===== config.mk =====
export PLATFORM = sky130hd
export DESIGN_NAME = alu_rr_scheduler
export DESIGN_NICKNAME = d
export VERILOG_FILES = /design/src/rtl/alu_sched_pkg.sv /design/src/rtl/alu_rr_scheduler_rr_arbiter.sv /design/src/rtl/alu_rr_scheduler.sv
export SDC_FILE = /design/constraint.sdc
export NUM_CORES = 1
export LEC_CHECK = 0
export BUFFER_PORTS_ARGS = -buffer_cell sky130_fd_sc_hd__buf_2
export CAP_MARGIN = 20
export CORE_ASPECT_RATIO = 1.2
export CORE_MARGIN = 2
export CORE_UTILIZATION = 51
export CTS_CLUSTER_SIZE = 10
export DETAILED_ROUTE_END_ITERATION = 8
export HOLD_SLACK_MARGIN = 0.06
export PLACE_DENSITY = 0.85
export SLEW_MARGIN = 20
export SYNTH_ARGS = -nofsm -noshare
export SYNTH_HDL_FRONTEND = slang
export SYNTH_SLANG_ARGS = --single-unit

===== constraint.sdc =====
create_clock -name clk -period 5.4 [get_ports clk]
set_clock_uncertainty 0.2 [all_clocks]
set_input_delay 1.08 -clock clk [delete_from_list [all_inputs] [get_ports clk]]
set_output_delay 1.08 -clock clk [all_outputs]
set_load 0.02 [all_outputs]

===== src/rtl/alu_sched_pkg.sv =====
// Shared encodings and helpers for the round-robin ALU scheduler.
// Latency: n/a (types, constants and a pure function only).
// Backpressure: n/a.
package alu_sched_pkg;

   // ALU op encodings as seen on req_op / alu_op
   localparam logic [1:0] OP_ADD = 2'b00;
   localparam logic [1:0] OP_SUB = 2'b01;
   localparam logic [1:0] OP_AND = 2'b10;
   localparam logic [1:0] OP_OR  = 2'b11;

   // Scheduler FSM states
   typedef enum logic [1:0] {
      IDLE = 2'd0,
      EXEC = 2'd1,
      RESP = 2'd2
   } state_e;

   // Requester index k positions after ptr, wrapping modulo n (n need not be a power of two)
   function automatic int rr_idx(input int ptr, input int k, input int n);
      return (ptr + k) % n;
   endfunction

endpackage


===== src/rtl/alu_rr_scheduler_rr_arbiter.sv =====
// Round-robin arbiter: grants the first requester strictly after ptr, wrapping.
// Latency: purely combinational, zero cycles.
// Backpressure: en=0 suppresses every grant; no state is held here.
//
// Ports:
//   req      in   NREQ   request vector
//   ptr      in   IDW    index of the most recent winner (lowest priority now)
//   en       in   1      grant enable
//   gnt      out  NREQ   one-hot grant, zero when no grant
//   gnt_idx  out  IDW    encoded grant index (0 when no grant)
//   gnt_vld  out  1      a grant is issued
module rr_arbiter
   import alu_sched_pkg::*;
#(
   parameter int NREQ = 4,
   parameter int IDW  = $clog2(NREQ)
) (
   input  logic [NREQ-1:0] req,
   input  logic [IDW-1:0]  ptr,
   input  logic            en,
   output logic [NREQ-1:0] gnt,
   output logic [IDW-1:0]  gnt_idx,
   output logic            gnt_vld
);

   // Scan in rotated priority order: ptr+1 first, ptr itself last.
   always_comb begin
      gnt     = '0;
      gnt_idx = '0;
      gnt_vld = 1'b0;
      if (en) begin
         for (int k = 1; k <= NREQ; k++) begin
            if (!gnt_vld && req[rr_idx(int'(ptr), k, NREQ)]) begin
               gnt_vld                           = 1'b1;
               gnt[rr_idx(int'(ptr), k, NREQ)]   = 1'b1;
               gnt_idx                           = IDW'(rr_idx(int'(ptr), k, NREQ));
            end
         end
      end
   end

endmodule


===== src/rtl/alu_rr_scheduler.sv =====
// Shares one combinational ALU among NREQ requesters with round-robin arbitration.
// Latency: grant cycle -> ALU cycle -> response valid (1 op per 2 cycles sustained).
// Backpressure: rsp_ready=0 holds the response and blocks new grants; ena=0 blocks grants only.
//
// Ports:
//   clk, rst_n                       clock, asynchronous active-low reset
//   ena                              global grant enable
//   req_valid/req_ready              per-requester handshake (ready is one-hot or zero)
//   req_a/req_b/req_op               packed operands, requester i at [i*DW +: DW] / [i*2 +: 2]
//   alu_a/alu_b/alu_op               registered operands to the ALU, zero outside EXEC
//   alu_res/alu_cout                 ALU result, captured verbatim
//   rsp_valid/rsp_ready              response handshake
//   rsp_id/rsp_res/rsp_cout          response payload
module alu_rr_scheduler
   import alu_sched_pkg::*;
#(
   parameter int NREQ = 4,
   parameter int DW   = 4,
   parameter int IDW  = $clog2(NREQ)
) (
   input  logic              clk,
   input  logic              rst_n,
   input  logic              ena,
   input  logic [NREQ-1:0]   req_valid,
   output logic [NREQ-1:0]   req_ready,
   input  logic [NREQ*DW-1:0] req_a,
   input  logic [NREQ*DW-1:0] req_b,
   input  logic [NREQ*2-1:0] req_op,
   output logic [DW-1:0]     alu_a,
   output logic [DW-1:0]     alu_b,
   output logic [1:0]        alu_op,
   input  logic [DW-1:0]     alu_res,
   input  logic              alu_cout,
   output logic              rsp_valid,
   input  logic              rsp_ready,
   output logic [IDW-1:0]    rsp_id,
   output logic [DW-1:0]     rsp_res,
   output logic              rsp_cout
);

   // Pointer starts at the last requester so requester 0 wins first after reset.
   localparam logic [IDW-1:0] PTR_RST = IDW'(NREQ - 1);

   state_e           state_q, state_d;
   logic [IDW-1:0]   ptr_q, ptr_d;
   logic [IDW-1:0]   op_id_q, op_id_d;
   logic [DW-1:0]    alu_a_q, alu_a_d;
   logic [DW-1:0]    alu_b_q, alu_b_d;
   logic [1:0]       alu_op_q, alu_op_d;
   logic             rsp_valid_q, rsp_valid_d;
   logic [IDW-1:0]   rsp_id_q, rsp_id_d;
   logic [DW-1:0]    rsp_res_q, rsp_res_d;
   logic             rsp_cout_q, rsp_cout_d;

   logic             arb_en;
   logic [NREQ-1:0]  gnt;
   logic [IDW-1:0]   gnt_idx;
   logic             gnt_vld;

   // Accept slots: IDLE, or RESP in the cycle the response leaves.
   assign arb_en = ena && ((state_q == IDLE) || ((state_q == RESP) && rsp_ready));

   rr_arbiter #(
      .NREQ (NREQ),
      .IDW  (IDW)
   ) u_arb (
      .req     (req_valid),
      .ptr     (ptr_q),
      .en      (arb_en),
      .gnt     (gnt),
      .gnt_idx (gnt_idx),
      .gnt_vld (gnt_vld)
   );

   // The grant is combinational, so mask it while reset is held: the state
   // reads IDLE during reset and would otherwise present ready.
   assign req_ready = rst_n ? gnt : '0;

   always_comb begin
      state_d     = state_q;
      ptr_d       = ptr_q;
      op_id_d     = op_id_q;
      alu_a_d     = alu_a_q;
      alu_b_d     = alu_b_q;
      alu_op_d    = alu_op_q;
      rsp_valid_d = rsp_valid_q;
      rsp_id_d    = rsp_id_q;
      rsp_res_d   = rsp_res_q;
      rsp_cout_d  = rsp_cout_q;

      case (state_q)
         IDLE: ;
         EXEC: begin
            rsp_res_d   = alu_res;
            rsp_cout_d  = alu_cout;
            rsp_id_d    = op_id_q;
            rsp_valid_d = 1'b1;
            // Park the ALU inputs at zero once the op has been captured
            alu_a_d     = '0;
            alu_b_d     = '0;
            alu_op_d    = '0;
            state_d     = RESP;
         end
         RESP: begin
            if (rsp_ready) begin
               rsp_valid_d = 1'b0;
               state_d     = IDLE;
            end
         end
         default: state_d = IDLE;
      endcase

      // A grant only arises in an accept slot; it overrides the IDLE/RESP exit.
      if (gnt_vld) begin
         alu_a_d  = req_a[gnt_idx*DW +: DW];
         alu_b_d  = req_b[gnt_idx*DW +: DW];
         alu_op_d = req_op[gnt_idx*2 +: 2];
         op_id_d  = gnt_idx;
         ptr_d    = gnt_idx;
         state_d  = EXEC;
      end
   end

   always_ff @(posedge clk or negedge rst_n) begin
      if (!rst_n) begin
         state_q     <= IDLE;
         ptr_q       <= PTR_RST;
         op_id_q     <= '0;
         alu_a_q     <= '0;
         alu_b_q     <= '0;
         alu_op_q    <= '0;
         rsp_valid_q <= 1'b0;
         rsp_id_q    <= '0;
         rsp_res_q   <= '0;
         rsp_cout_q  <= 1'b0;
      end else begin
         state_q     <= state_d;
         ptr_q       <= ptr_d;
         op_id_q     <= op_id_d;
         alu_a_q     <= alu_a_d;
         alu_b_q     <= alu_b_d;
         alu_op_q    <= alu_op_d;
         rsp_valid_q <= rsp_valid_d;
         rsp_id_q    <= rsp_id_d;
         rsp_res_q   <= rsp_res_d;
         rsp_cout_q  <= rsp_cout_d;
      end
   end

   assign alu_a     = alu_a_q;
   assign alu_b     = alu_b_q;
   assign alu_op    = alu_op_q;
   assign rsp_valid = rsp_valid_q;
   assign rsp_id    = rsp_id_q;
   assign rsp_res   = rsp_res_q;
   assign rsp_cout  = rsp_cout_q;

endmodule


==> results.yml, run 1 <==
status:
  status: "finished, final reports clean"
worst_setup_path:
  end_kind: "primary output"
  worstSetupEndpoint: "req_ready[3]"
  r2r_start: "ptr_q[0]$_DFFE_PN1P_"
  r2r-end: "alu_a[0]$_DFFE_PN0P_"
  cp.arrival_ns: 3.19
  reg2reg_slack_ns: 1.99
  start_kind: "register"
  path_max_fanout: 15
  critPathKind: "register to primary output"
  rr_worst_depth: 9
  critPathRequiredTime_ns: 4.12
  crit_start: "ptr_q[0]$_DFFE_PN1P_"
cts:
  clock_sinks: 24
  cts.root.buffer_cell: "clkbuf_8"
  cts_buffers: 3
  clk_pin_slew_ns: 0.08
  cts_tree: "built"
  post_cts_buffers: 0
  cts_buffer_depth: 2
  cts_max_level: 1
  holdBufCountCts: 0
  insertion_delay_ns: 0.26
  cts_resized: 0
timing:
  final.min_clock_period_ns: 4.47
  max_freq_mhz: 224
  slew_violations: 0
  hold_viol: 0
  tightest_slew_ns: 0.718
  slew_headroom: 0.521
  rsz0062_at_grt: "false"
  setup_violations: 0
  final.setup.tns_ns: 0
  final.period_utilization: 0.828
  layout_setup_ws_ns: 0.928
placement:
  place.gp.congestion: 0.851
  dp_hpwl_mm: 2.98
  numPortBuffers: 74
  pre_cts_slack_ns: 1.27
  dpl.cell_count: 261
synthesis:
  async_reset_ff_frac: 1.00
  synth_seq_cells: 24
  synth_ff_type: "dfrtp_1"
  yosysSeqAreaShare: 0.348
  synthesis.nets: 219
  syn_area_um2: 1730
  ys_top_cells_by_area: "dfrtp_1 (32%), mux2i_1 (13%), ha_1 (5.8%), o221ai_1 (5.1%), mux2_2 (4.5%)"
  syn_inst: 158
  synth.top_cell.area_share: 0.317
  postSynthAreaPerCell_um2: 11.0
  yosysWarnings: 0
  yosysTopAreaCell: "dfrtp_1"
  yosysUniqueCellTypes: 49
  synth_edf_count: 0
power:
  finalPower_uw: 1130
  seqPwrFrac: 0.298
  netSwitchingFraction: 0.461
  powerDensity_nw_per_um2: 538
  comb_power_share: 0.610
  vdd_drop_max_uv: 422
  clockPowerShare: 0.092
  p_int_uw: 611
  p_leak_uw: 0.00103
  p_switching_uw: 522
cells_and_area:
  drive_above_1_share: 0.452
  multi_input_comb_area_um2: 1020
  fin_util: 0.637
  stdcell_count: 265
  synthToLayoutAreaGrowth_pct: 21.6
  layout_common_cells: "buf_2 (74), mux2i_1 (23), dfrtp_1 (22), nand2_1 (18), o221ai_1 (10)"
  final_common_cell: "buf_2"
  final.fill_count: 278
  nets: 290
  insertedDiodeCount: 0
  seq_area_um2: 603
routing:
  dr.pass1.iters: 6
  vias: 1540
  initialDrtViolationCount: 124
  drt-wirelength-per-cell_um: 14.7
  finalWirelength_mm: 3.91
  avgViaCountPerCell: 5.81
  drc: 0
  ant_nets: 0
grt:
  grt_max_degree: 26
  overflow: 0
  grtUsageTotal: 0.215
  antenna_found_initial: 0
  grt_pass1_vias: 1473
  grt_pass1_wl_mm: 6.67
floorplan:
  row_count: 23
  core_um2: 3310
  die_h_um: 67.9
  dieArea_um2: 3880
  fp.dieW_um: 57.2
  start_util: 0.524
  io-pin-count: 75
flow_run:
  drv_cap: 0
hold_path:
  hp-class: "register to register"
-- layer usage --
layer  vias up  wire length [µm]  track usage  part of all wire
met5         -                 0            0                 0
met4         0                40       0.0523             0.010
met3         4               264       0.0265             0.068
met2        78              1900        0.371              0.49
met1       714              1700        0.289              0.44
li1        744                 -            -                 -
-- registers in the layout, summed over array words and instances (netlist names), 2 cells and up --
register  cells
alu_b         4
rsp_res       4
ptr_q         2
state_q       2
alu_op        2
alu_a         4
rsp_id        2
op_id_q       2
-- critical path: stages (launching register included) --
cell and delay (ns):
dfstp_2 0.72, inv_2 0.19, ha_1 0.52, mux2i_1 0.40, a22oi_4 0.16, a2111oi_2 0.42, a222oi_1 0.18, a21oi_1 0.16
buf_2 0.18
-- cells by family after synthesis --
| logic type | count (synthesis) | synth area share |
|---|---|---|
| multiplexers | 31 | 0.193 |
| AO/OA/AOI/OAI | 40 | 0.203 |
| AND/OR/NAND/NOR | 42 | 0.134 |
| flip-flops | 24 | 0.348 |
| adder cells (fa/ha/maj) | 8 | 0.0577 |
| buffers and inverters | 13 | 0.0635 |
-- layout make-up --
cell class / count / share of cell area
flip-flops and latches: 24 / 0.286
inverters: 4 / 0.00712
multi-input cells: 121 / 0.484
well taps: 37 / 0.0220
repair buffers: 75 / 0.179
clock buffers: 4 / 0.0214
-- power by group through the flow --
stage	combinational (µW)	sequential [µW]	clock, µW
final	691	337	105
after global routing	753	351	117
after CTS	694	337	109
after detailed placement	695	336	0
after global placement	676	335	0
after floorplan	498	397	0
-- how the worst min path moves through the flow --
stage / start / endpoint / slack (ns) / cells past startpoint
finish: state_q[1]$_DFFE_PN0P_ / rsp_valid$_DFFE_PN0P_ / 0.28 / 1
global route: state_q[1]$_DFFE_PN0P_ / rsp_valid$_DFFE_PN0P_ / 0.31 / 1
CTS: state_q[1]$_DFFE_PN0P_ / rsp_valid$_DFFE_PN0P_ / 0.28 / 1
detailed placement: alu_op[0]$_DFFE_PN0P_ / alu_op[0]$_DFFE_PN0P_ / 0.27 / 2
global placement: state_q[1]$_DFFE_PN0P_ / rsp_valid$_DFFE_PN0P_ / 0.25 / 1
floorplan: state_q[1]$_DFFE_PN0P_ / rsp_valid$_DFFE_PN0P_ / 0.23 / 1
-- synth_stat cells (2+ instances only) --
master,n
nor2b_1,3
o221ai_1,10
nand2_1,18
buf_4,2
nor4_1,2
ha_1,8
mux2_2,7
nand3b_1,2
mux2i_1,23
o21ai_0,3
and3b_1,2
buf_6,5
dfrtp_1,22
inv_1,3
a21oi_1,6
dfstp_2,2
nor3_1,2
nor2_1,3
or2b_2,2
a222oi_1,4
-- stage by stage --
step | hold WS (ns) | instance area, µm²
floorplan | 0.231 | 1730
global placement | 0.253 | 2060
detailed placement | 0.270 | 2060
CTS | 0.282 | 2110
global route | 0.309 | 2110
finish | 0.279 | 2110
(Power assumes the default switching activity.)
==> run 2: changes to the inputs <==
- ABC_AREA: not set -> 1
- CORE_UTILIZATION: 51 -> 49
- PLACE_DENSITY: 0.85 -> 0.81
- clock period: 5.4 -> 4.7 ns (I/O delays scaled with it)
==> run 2 against run 1 <==
Sequential power increased by 13%; die area increased by 11%; utilization is 1.2 points lower; critical endpoint is now req_ready[2].
==> results.yml, run 2 <==
status:
  status: "finished, final reports clean"
cells_and_area:
  seq_area_um2: 603
  insertedDiodeCount: 0
  multi_input_comb_area_um2: 1070
  nets: 398
  synthToLayoutAreaGrowth_pct: 22.5
  layout_common_cells: "nand2_1 (100), buf_2 (74), nand3_1 (35), o21ai_0 (26), inv_1 (25)"
  drive_above_1_share: 0.313
  final_common_cell: "nand2_1"
  fin_util: 0.625
  final.fill_count: 360
cts:
  cts_buffer_depth: 2
  clk_pin_slew_ns: 0.08
  insertion_delay_ns: 0.26
  post_cts_buffers: 0
  cts_buffers: 3
  cts.root.buffer_cell: "clkbuf_8"
  cts_tree: "built"
  cts_max_level: 1
  holdBufCountCts: 0
  cts_resized: 0
  clock_sinks: 24
routing:
  vias: 1915
  drt-wirelength-per-cell_um: 11.6
  ant_nets: 0
  finalWirelength_mm: 4.49
  avgViaCountPerCell: 4.94
  initialDrtViolationCount: 98
  drc: 0
  dr.pass1.iters: 4
floorplan:
  dieArea_um2: 4290
  row_count: 24
  start_util: 0.510
  die_h_um: 71.4
  io-pin-count: 75
  fp.dieW_um: 60.2
  core_um2: 3630
placement:
  numPortBuffers: 74
  place.gp.congestion: 0.847
  pre_cts_slack_ns: 1.34
  dp_hpwl_mm: 3.60
synthesis:
  async_reset_ff_frac: 1.00
  yosysMostFrequentCell: "nand2_1"
  synth_ff_type: "dfrtp_1"
  synth.top_cell.area_share: 0.297
  yosysTopAreaCell: "dfrtp_1"
  ys_top_cells_by_area: "dfrtp_1 (30%), nand2_1 (20%), nand3_1 (9.4%), o21ai_0 (7.0%), ha_1 (5.4%)"
  yosysWarnings: 0
  synth_edf_count: 0
  synthesis.nets: 327
  synth_seq_cells: 24
  syn_area_um2: 1850
  yosysUniqueCellTypes: 27
  yosysSeqAreaShare: 0.325
  yosys-top-cells-count: "nand2_1 (100), nand3_1 (35), o21ai_0 (26), inv_1 (25), dfrtp_1 (22)"
  syn_inst: 266
  postSynthAreaPerCell_um2: 6.97
flow_run:
  drv_cap: 0
grt:
  grt_max_degree: 26
  antenna_found_initial: 0
  grt_pass1_wl_mm: 7.42
  grtUsageTotal: 0.220
  overflow: 0
  grt_pass1_vias: 1773
worst_setup_path:
  critPathRequiredTime_ns: 3.56
  start_kind: "register"
  critPathBufInv: 4
  rr_worst_depth: 14
  end_kind: "primary output"
  slowest_delay_ns: 0.70
  cp_cell_sequence: "inv_6 > ha_1 > inv_1 > nand2_2 > nand2_4 > nor2_1 > nand2_1 > o21ai_0 > a31oi_1 > o21ai_0 > nand2_1 > inv_1 > buf_2"
  critPathKind: "register to primary output"
  reg2reg_slack_ns: 1.51
  critical-path-top-delay-family: "flip-flops"
  cp.arrival_ns: 2.51
  path_depth: 13
  slowest_stage: "dfstp_2"
  path_max_fanout: 13
timing:
  hold_viol: 0
  final.period_utilization: 0.776
  final.min_clock_period_ns: 3.65
  final.setup.tns_ns: 0
  setup_violations: 0
  tightest_slew_ns: 0.530
  rsz0062_at_grt: "false"
  layout_setup_ws_ns: 1.05
  slew_violations: 0
  max_freq_mhz: 274
  slew_headroom: 0.646
  holdWs_ns: 0.267
power:
  p_leak_uw: 0.00131
  finalPower_uw: 1690
  vdd_drop_max_uv: 315
  powerDensity_nw_per_um2: 744
hold_path:
  holdPathStages: 2
  hp-class: "register to register"
-- run 2: where the power goes --
group          total (µW)  switching, µW  internal, µW
Clock                 118           57.5          60.3
Combinational        1190            811           381
Sequential            381           67.9           313
-- run 2: stage by stage --
stage	std cells	area [µm²]
floorplan	266	1850
global placement	384	2230
detailed placement	384	2230
CTS	388	2270
global route	388	2270
finish	388	2270
-- run 2: tightest hold or removal path, cell delays in order (launching register included) --
cell and delay (ns):
dfrtp_1 0.34, nand2_1 0.05, nand2_1 0.05
-- run 2: cell families after synthesis --
family | Yosys count | synth area share
DFF | 24 | 0.325
buffers and inverters | 37 | 0.0978
AOI/OAI and AO/OA | 36 | 0.109
and+or+nand+nor | 161 | 0.414
adders and majority gates | 8 | 0.0540
-- run 2: area by class of cell --
type	count	share of cell area
timing repair buffer	75	0.166
inverter	28	0.0485
tap	52	0.0287
multi-input combinational	205	0.471
clock buffer	4	0.0198
sequential	24	0.266
-- run 2: layer usage --
metal / share of wire / vias up / GRT usage
met2: 0.49 / 66 / 0.376
met4: 0.020 / 0 / 0.0691
met1: 0.44 / 847 / 0.284
met5: 0 / - / 0
met3: 0.051 / 8 / 0.0289
li1: - / 994 / -
-- run 2: final timing paths --
kind / end / start
min reg2reg: rsp_res[0]$_DFFE_PN0P_ / rsp_res[0]$_DFFE_PN0P_
min in group asynchronous: rsp_cout$_DFFE_PN0P_ / rst_n
max reg2reg: alu_op[1]$_DFFE_PN0P_ / ptr_q[0]$_DFFE_PN1P_
max: req_ready[2] / ptr_q[0]$_DFFE_PN1P_
max in group asynchronous: ptr_q[0]$_DFFE_PN1P_ / rst_n
min: rsp_res[0]$_DFFE_PN0P_ / rsp_res[0]$_DFFE_PN0P_
==> run 3: changes to the inputs <==
- ABC_AREA: 1 -> 0
- CORE_UTILIZATION: 49 -> 43
- PLACE_DENSITY: 0.81 -> 0.76
- clock period: 4.7 -> 3.1 ns (I/O delays scaled with it)
==> run 3 against run 2 <==
The flow now finishes with violations (negative setup slack); setup slack worse by 1.2 ns; die area up 6.2%; routed wire length decreased by 7.1%; largest power group unchanged.
==> results.yml, run 3 (synthesis results as in run 1) <==
status:
  status: "finished with violations"
  violations: "negative setup slack"
hold_path:
  hp-class: "input pin to async pin"
cts:
  holdBufCountCts: 0
  insertion_delay_ns: 0.26
  cts.root.buffer_cell: "clkbuf_8"
  clock_sinks: 24
  cts_tree: "built"
  cts_buffer_depth: 2
  cts_max_level: 1
  clk_pin_slew_ns: 0.09
  cts_buffers: 3
worst_setup_path:
  worstSetupEndpoint: "req_ready[3]"
  path_depth: 8
  end_kind: "primary output"
  critPathRequiredTime_ns: 2.28
  crit_start: "ptr_q[0]$_DFFE_PN1P_"
  cp_cell_sequence: "inv_4 > ha_4 > or2b_4 > a22oi_4 > a2111oi_4 > a222oi_1 > a21oi_2 > buf_6"
  cp.arrival_ns: 2.40
  r2r_start: "ptr_q[0]$_DFFE_PN1P_"
  reg2reg_slack_ns: 0.33
  critical-path-top-delay-family: "compound AO/OA/AOI/OAI gates"
  slowest_delay_ns: 0.59
  slowest_stage: "dfstp_2"
  start_kind: "register"
  rr_worst_depth: 9
  path_max_fanout: 7
  critPathBufInv: 2
  r2r-end: "alu_a[1]$_DFFE_PN0P_"
  critPathKind: "register to primary output"
timing:
  layout_setup_ws_ns: -0.118
  rsz0062_at_grt: "true"
  setup_violations: 4
  holdWs_ns: 0.135
  max_freq_mhz: 311
  final.period_utilization: 1.04
  tightest_slew_ns: 0.678
  hold_viol: 0
  slew_headroom: 0.547
  final.min_clock_period_ns: 3.22
  slew_violations: 0
floorplan:
  fp.dieW_um: 62.0
  core_um2: 3910
  start_util: 0.444
  die_h_um: 73.6
  dieArea_um2: 4560
  io-pin-count: 75
  row_count: 25
placement:
  post_dp_cell_area_um2: 2260
  numPortBuffers: 74
  dp_hpwl_mm: 3.27
  place.gp.congestion: 0.813
  pre_cts_slack_ns: 0.0601
grt:
  overflow: 0
  grtUsageTotal: 0.193
  antenna_found_initial: 0
  grt_max_degree: 25
  grt_pass1_vias: 1563
  grt_pass1_wl_mm: 6.77
routing:
  drt-wirelength-per-cell_um: 13.8
  vias: 1637
  drc: 0
  finalWirelength_mm: 4.17
  avgViaCountPerCell: 5.40
  initialDrtViolationCount: 77
  ant_nets: 0
  dr.pass1.iters: 4
flow_run:
  drv_cap: 0
power:
  powerDensity_nw_per_um2: 992
  vdd_drop_max_uv: 414
  p_leak_uw: 0.00116
  finalPower_uw: 2390
cells_and_area:
  synthToLayoutAreaGrowth_pct: 39.2
  final_common_cell: "buf_2"
  drive_above_1_share: 0.530
  insertedDiodeCount: 0
  final_area_um2: 2410
  nets: 311
  layout_common_cells: "buf_2 (70), mux2i_1 (22), dfrtp_1 (22), buf_4 (21), nand2_1 (18)"
run 3: cell count changes in the layout (fill, tap and decap cells not counted), sizes merged, moves of 10 or more:
cell,delta
o21ai,-23
mux2i,+23
o221ai,+10
nand3,-43
nand2,-91
buf,+21
inv,-24
run 3: repair_timing:
| action | CTS | global route |
|---|---|---|
| setup buffers | 5 | 2 |
| endpoints found under the hold margin | 0 | 0 |
| pin swaps | 9 | 7 |
| setup endpoints to repair | 4 | 4 |
| resized for setup | 4 | 5 |
run 3: area by class of cell:
cell class	count	area (µm²)
clock buffers	3	41.3
clock inverters	1	30.0
fillers	358	1500
inverters	4	17.5
multi-input cells	121	1080
flip-flops and latches	24	603
well taps	54	67.6
repair buffers	96	573
run 3: how the worst min path moves through the flow:
stage	slack (ns)	depth (start not counted)	to	startpoint
after floorplan	0.12	0	alu_a[0]$_DFFE_PN0P_	rst_n
after global placement	0.25	1	rsp_valid$_DFFE_PN0P_	state_q[1]$_DFFE_PN0P_
after detailed placement	0.26	1	rsp_valid$_DFFE_PN0P_	state_q[1]$_DFFE_PN0P_
after CTS	0.15	2	rsp_valid$_DFFE_PN0P_	rst_n
after global routing	0.15	2	state_q[1]$_DFFE_PN0P_	rst_n
final	0.14	2	state_q[1]$_DFFE_PN0P_	rst_n
run 3: metal layers:
layer / wire [µm] / track usage
met2: 2010 / 0.330
met5: 0 / 0
met3: 268 / 0.0317
met4: 25 / 0.0355
met1: 1870 / 0.254
run 3: stage by stage:
stage,setup TNS [ns],util,instances
2_1_floorplan,0,-,158
3_3_place_gp,0,0.578,292
3_5_place_dp,0,0.578,292
4_1_cts,-0.638,0.608,301
5_1_grt,-0.819,0.617,303
6_report,-0.450,0.617,303
run 3: where the power goes:
| part | switching [µW] | leakage (µW) | internal [µW] | total (µW) |
|---|---|---|---|---|
| Sequential | 83.0 | 0.000289 | 463 | 546 |
| Clock | 95.6 | 0.0000357 | 172 | 268 |
| Combinational | 821 | 0.000831 | 759 | 1580 |
| Total | 999 | 0.00116 | 1390 | 2390 |
